`config.mk`:
```
export PLATFORM = sky130hd
export DESIGN_NAME = sr_flag_arbiter
export DESIGN_NICKNAME = d
export VERILOG_FILES = /design/src/rtl/sr_flag_arbiter.sv
export SDC_FILE = /design/constraint.sdc
export NUM_CORES = 1
export LEC_CHECK = 0
export ABC_AREA = 1
export CAP_MARGIN = 20
export CORE_MARGIN = 2
export CORE_UTILIZATION = 43
export DETAILED_ROUTE_END_ITERATION = 10
export PLACE_DENSITY = 0.76
export SETUP_SLACK_MARGIN = 0.4
export SYNTH_ARGS = -nofsm -noshare
export SYNTH_HDL_FRONTEND = slang
export SYNTH_SLANG_ARGS = --single-unit
export TNS_END_PERCENT = 100
```
`constraint.sdc`:
```
create_clock -name clk -period 2.94 [get_ports clk]
set_input_delay 0.735 -clock clk [delete_from_list [all_inputs] [get_ports clk]]
set_output_delay 0.735 -clock clk [all_outputs]
set_load 0.005 [all_outputs]
```
`src/rtl/sr_flag_arbiter.sv`:
```
// Round-robin arbiter granting one set/reset command per cycle onto a shared
// flag bank; S=R=1 or out-of-range indices are rejected and counted.
module sr_flag_arbiter #(
   parameter int NREQ  = 4,
   parameter int NFLAG = 8,
   parameter int IDXW  = 3
) (
   input  logic                 clk,
   input  logic                 reset,
   input  logic                 clear_all,
   input  logic [NREQ-1:0]      req_valid,
   input  logic [2*NREQ-1:0]    req_sr,
   input  logic [IDXW*NREQ-1:0] req_idx,
   output logic [NREQ-1:0]      req_ready,
   output logic [NFLAG-1:0]     flags,
   output logic                 err_pulse,
   output logic [7:0]           err_count
);

   localparam int PTRW = (NREQ > 1) ? $clog2(NREQ) : 1;

   logic [PTRW-1:0]  r_rr_ptr;
   logic [NFLAG-1:0] r_flags;
   logic             r_err_pulse;
   logic [7:0]       r_err_count;

   logic             w_gnt_any;
   logic [PTRW-1:0]  w_gnt_id;
   logic [1:0]       w_sel_sr;
   logic [IDXW-1:0]  w_sel_idx;
   logic             w_xfer;
   logic             w_illegal;
   logic [PTRW-1:0]  w_ptr_next;

   // Scan from the pointer, wrapping; no grant during clear_all or reset.
   always_comb begin
      int              cand;
      logic [PTRW-1:0] cand_p;
      cand      = 0;
      cand_p    = '0;
      w_gnt_any = 1'b0;
      w_gnt_id  = '0;
      for (int k = 0; k < NREQ; k++) begin
         cand = int'(r_rr_ptr) + k;
         if (cand >= NREQ) cand = cand - NREQ;
         cand_p = PTRW'(cand);
         if (!w_gnt_any && req_valid[cand_p]) begin
            w_gnt_any = 1'b1;
            w_gnt_id  = cand_p;
         end
      end
      if (clear_all || !reset) w_gnt_any = 1'b0;
   end

   generate
      for (genvar gi = 0; gi < NREQ; gi++) begin : g_ready
         assign req_ready[gi] = w_gnt_any && (w_gnt_id == PTRW'(gi));
      end
   endgenerate

   always_comb begin
      w_sel_sr  = '0;
      w_sel_idx = '0;
      for (int k = 0; k < NREQ; k++) begin
         if (w_gnt_id == PTRW'(k)) begin
            w_sel_sr  = req_sr[2*k +: 2];
            w_sel_idx = req_idx[IDXW*k +: IDXW];
         end
      end
   end

   assign w_xfer     = |(req_valid & req_ready);
   assign w_illegal  = (w_sel_sr == 2'b11) || (int'(w_sel_idx) >= NFLAG);
   assign w_ptr_next = (int'(w_gnt_id) == NREQ - 1) ? '0 : w_gnt_id + 1'b1;

   always_ff @(posedge clk or negedge reset) begin
      if (!reset) begin
         r_rr_ptr    <= '0;
         r_flags     <= '0;
         r_err_pulse <= 1'b0;
         r_err_count <= '0;
      end else begin
         r_err_pulse <= 1'b0;
         if (clear_all) begin
            r_flags <= '0;
         end else if (w_xfer) begin
            r_rr_ptr <= w_ptr_next;
            if (w_illegal) begin
               r_err_pulse <= 1'b1;
               if (r_err_count != 8'hFF) r_err_count <= r_err_count + 8'd1;
            end else begin
               // Op 00 is a no-op that still consumes the grant.
               for (int f = 0; f < NFLAG; f++) begin
                  if (w_sel_idx == IDXW'(f)) begin
                     if (w_sel_sr == 2'b10) r_flags[f] <= 1'b1;
                     else if (w_sel_sr == 2'b01) r_flags[f] <= 1'b0;
                  end
               end
            end
         end
      end
   end

   assign flags     = r_flags;
   assign err_pulse = r_err_pulse;
   assign err_count = r_err_count;

endmodule
```
==> results of run 1 <==
[worst max-delay path by stage]
stage          depth (start not counted)         start           end  slack, ps
2_1_floorplan                         23  req_valid[3]      flags[2]         20
3_3_place_gp                          15  req_valid[2]  req_ready[3]       -920
3_5_place_dp                          15  req_valid[2]  req_ready[0]      -1000
4_1_cts                               26   r_rr_ptr[0]      flags[2]       -180
5_1_grt                               26   r_rr_ptr[0]      flags[6]       -540
6_report                              26   r_rr_ptr[0]      flags[6]       -410
[logic make-up after synthesis]
family | count (synthesis) | share of synthesized area (%)
adder cells (fa/ha/maj) | 5 | 3.782
AND/OR/NAND/NOR | 157 | 45.69
buffers and inverters | 37 | 9.682
AO/OA/AOI/OAI | 26 | 8.396
XOR/XNOR | 7 | 3.707
flip-flops | 19 | 28.74
[per-stage QoR]
step           cell area [µm²]  setup slack, ps  cells  TNS (ps)  hold WS (ps)
4_1_cts                   3014           -177.6    402     -2439         483.9
3_5_place_dp              2645           -997.2    383    -19800         463.6
2_1_floorplan             1849            22.90    251         0         439.4
5_1_grt                   3164           -542.8    406     -8931         508.0
6_report                  3164           -408.0    406     -5185         484.0
3_3_place_gp              2645           -920.3    383    -17230         451.5
[layer usage]
layer  global-route usage [%]  routed length, µm
met2                    50.63               3216
met1                    31.18               2526
met3                    4.259                302
met4                    6.633                153
met5                        0                  0
[timing repair]
action | in CTS | in global routing
endpoints found under the setup margin | 23 | 23
pin swaps | 35 | 15
resized for setup | 99 | 38
buffers inserted | 15 | 4
[cell type report]
class / count / area, µm² / share of cell area (%)
Multi-Input combinational cell: 195 / 1434 / 45.31
Timing Repair Buffer: 109 / 1006 / 31.79
Sequential cell: 19 / 476.7 / 15.07
Inverter: 31 / 138.9 / 4.389
Tap cell: 48 / 60.06 / 1.898
Clock buffer: 3 / 41.29 / 1.305
Clock inverter: 1 / 7.507 / 0.2372
[cells in the final DEF (no fill, tap or decap), types with 4 or more instances in the layout]
master,instances
buf_6,19
ha_4,4
nand3_1,10
buf_4,45
nor3_2,4
nor2_2,4
dfrtp_1,18
inv_2,14
a21oi_2,5
o21ai_2,10
nand2_1,58
xor2_1,4
nand3_2,9
clkdlybuf4s50_1,39
inv_1,9
inv_4,5
nand2_2,23
nand4_1,14
nor2_1,9
nand2_4,15
[state kept, by name, indices dropped and copies added (netlist names)]
signal     flops
err_count      8
flags          8
err_pulse      1
r_rr_ptr       2
[worst max-delay path, stage by stage, from the launching register on]
cell and delay, ps:
dfrtp_2 470, clkinv_4 150, nand2_2 100, nand2_2 80
nand2_4 80, nand2_4 60, nor2_8 90, nand2_2 60
or2_4 260, o2111ai_4 80, o21ai_4 110, buf_6 130
ha_4 150, buf_6 110, buf_6 120, buf_6 120
o21ai_2 110, nand2_1 80, nand2_2 80, o21ai_4 90
buf_6 120, nor3_2 170, o21ai_2 90, inv_1 90
nand3_1 100, nand2_1 90, nand2_1 60
==> results.cfg, run 1 <==
[status]
status = finished, violations left
violations = setup timing

[worst_setup_path]
reg2reg_slack_ps = -410
critPathLaunchType = flip-flop
criticalPathCategory = flip-flop to flip-flop
r2r_end = flags[6]
path_max_fanout = 7
cp.arrival_ps = 3510
required_ps = 3100
r2r-start = r_rr_ptr[0]
end_kind = flip-flop
r2r_cells = 26

[sta]
slew-limit-headroom_pct = 75.55
fmax_mhz = 298.7
hold_viol_final = 0
tightest_slew_ps = 365.3
rsz0062_at_grt = yes
final.setup_skew_ps = 1.462
period_share_pct = 113.9
slew_violations = 0
min_period_ps = 3348
setup_viol = 21
fin_ws_ps = -408.0

[floorplanning]
die_w_um = 66.02
start_util_pct = 44.84
rows = 22
die_area_mm2 = 0.004359
die_y_um = 66.02
core-area_mm2 = 0.003689
io_pins = 48

[synthesis]
synth_ff_type = dfrtp_1
synth_top_area_share_pct = 28.74
syn_area_per_cell_um2 = 6.590
synthArstFlopShare_pct = 100.0
synth-seq-cells = 19
synth_nets = 283
synth_common_cells = 87 x nand2_1, 25 x inv_1, 19 x dfrtp_1
synth_area_mm2 = 0.001654
synth.most_common_cell = nand2_1
synth_sequential_area_ratio_pct = 28.74
ys_types = 29
yosys.area.top_type = dfrtp_1
synth_area_leaders = dfrtp_1 29%, nand2_1 20%, inv_1 5.7%, nand3_1 5.4%, nand4_1 5.3%
synth_warnings = 0
synth_edf_count = 0
synthCells = 251

[place]
place_congestion = 0.9426
dp.final_hpwl_um = 3386
numPortBuffers = 47

[clock_tree]
cts_made_buffers = 3
clkSinkCount = 19
hold_buffers = 0
clockRootBuffer = clkbuf_8
insertion_delay_ps = 270
cts_buffer_depth = 2
cts_tree = done
cts.clk_slew.worst_paths_ps = 80
cts_max_level = 1

[cells_and_area]
insertedDiodeCount = 0
final_util_pct = 85.79
final_nets = 391
fillers = 201
syn_to_final_growth_pct = 91.30
drive_gt1_share_pct = 51.40

[global_route]
grt_max_degree = 20
antenna_found_initial = 0
grtUsageTotal_pct = 26.78
grt-ovfl-total = 0
grt_pass1_wl_um = 9018
grt_pass1_vias = 2058

[worst_hold_path]
holdPathEnd = flags[3]
whs_path_depth = 2
hold_class = flip-flop to flip-flop
hp-start = flags[3]

[drt]
ant_nets = 0
first_pass_iters = 4
drt_iter0_drc = 180
drc = 0
wl_um = 6199
dr_total_vias = 2136
vias_per_cell = 5.261
wl_per_cell_um = 15.27

[job]
drv_cap = 0
Power of run 1 is not shown: default switching activity piles up to over one toggle a cycle in this logic, so the estimate is an artifact.
==> inputs of run 2 (changes only) <==
--- a/config.mk
+++ b/config.mk
@@ -10,6 +10,7 @@
 export CORE_MARGIN = 2
 export CORE_UTILIZATION = 43
 export DETAILED_ROUTE_END_ITERATION = 10
+export GPL_ROUTABILITY_DRIVEN = 0
 export PLACE_DENSITY = 0.76
 export SETUP_SLACK_MARGIN = 0.4
 export SYNTH_ARGS = -nofsm -noshare
==> results of run 2 <==
No change in the layout: final DEF, timing and power equal those of run 1.
Power of run 2 is left out for the same reason.
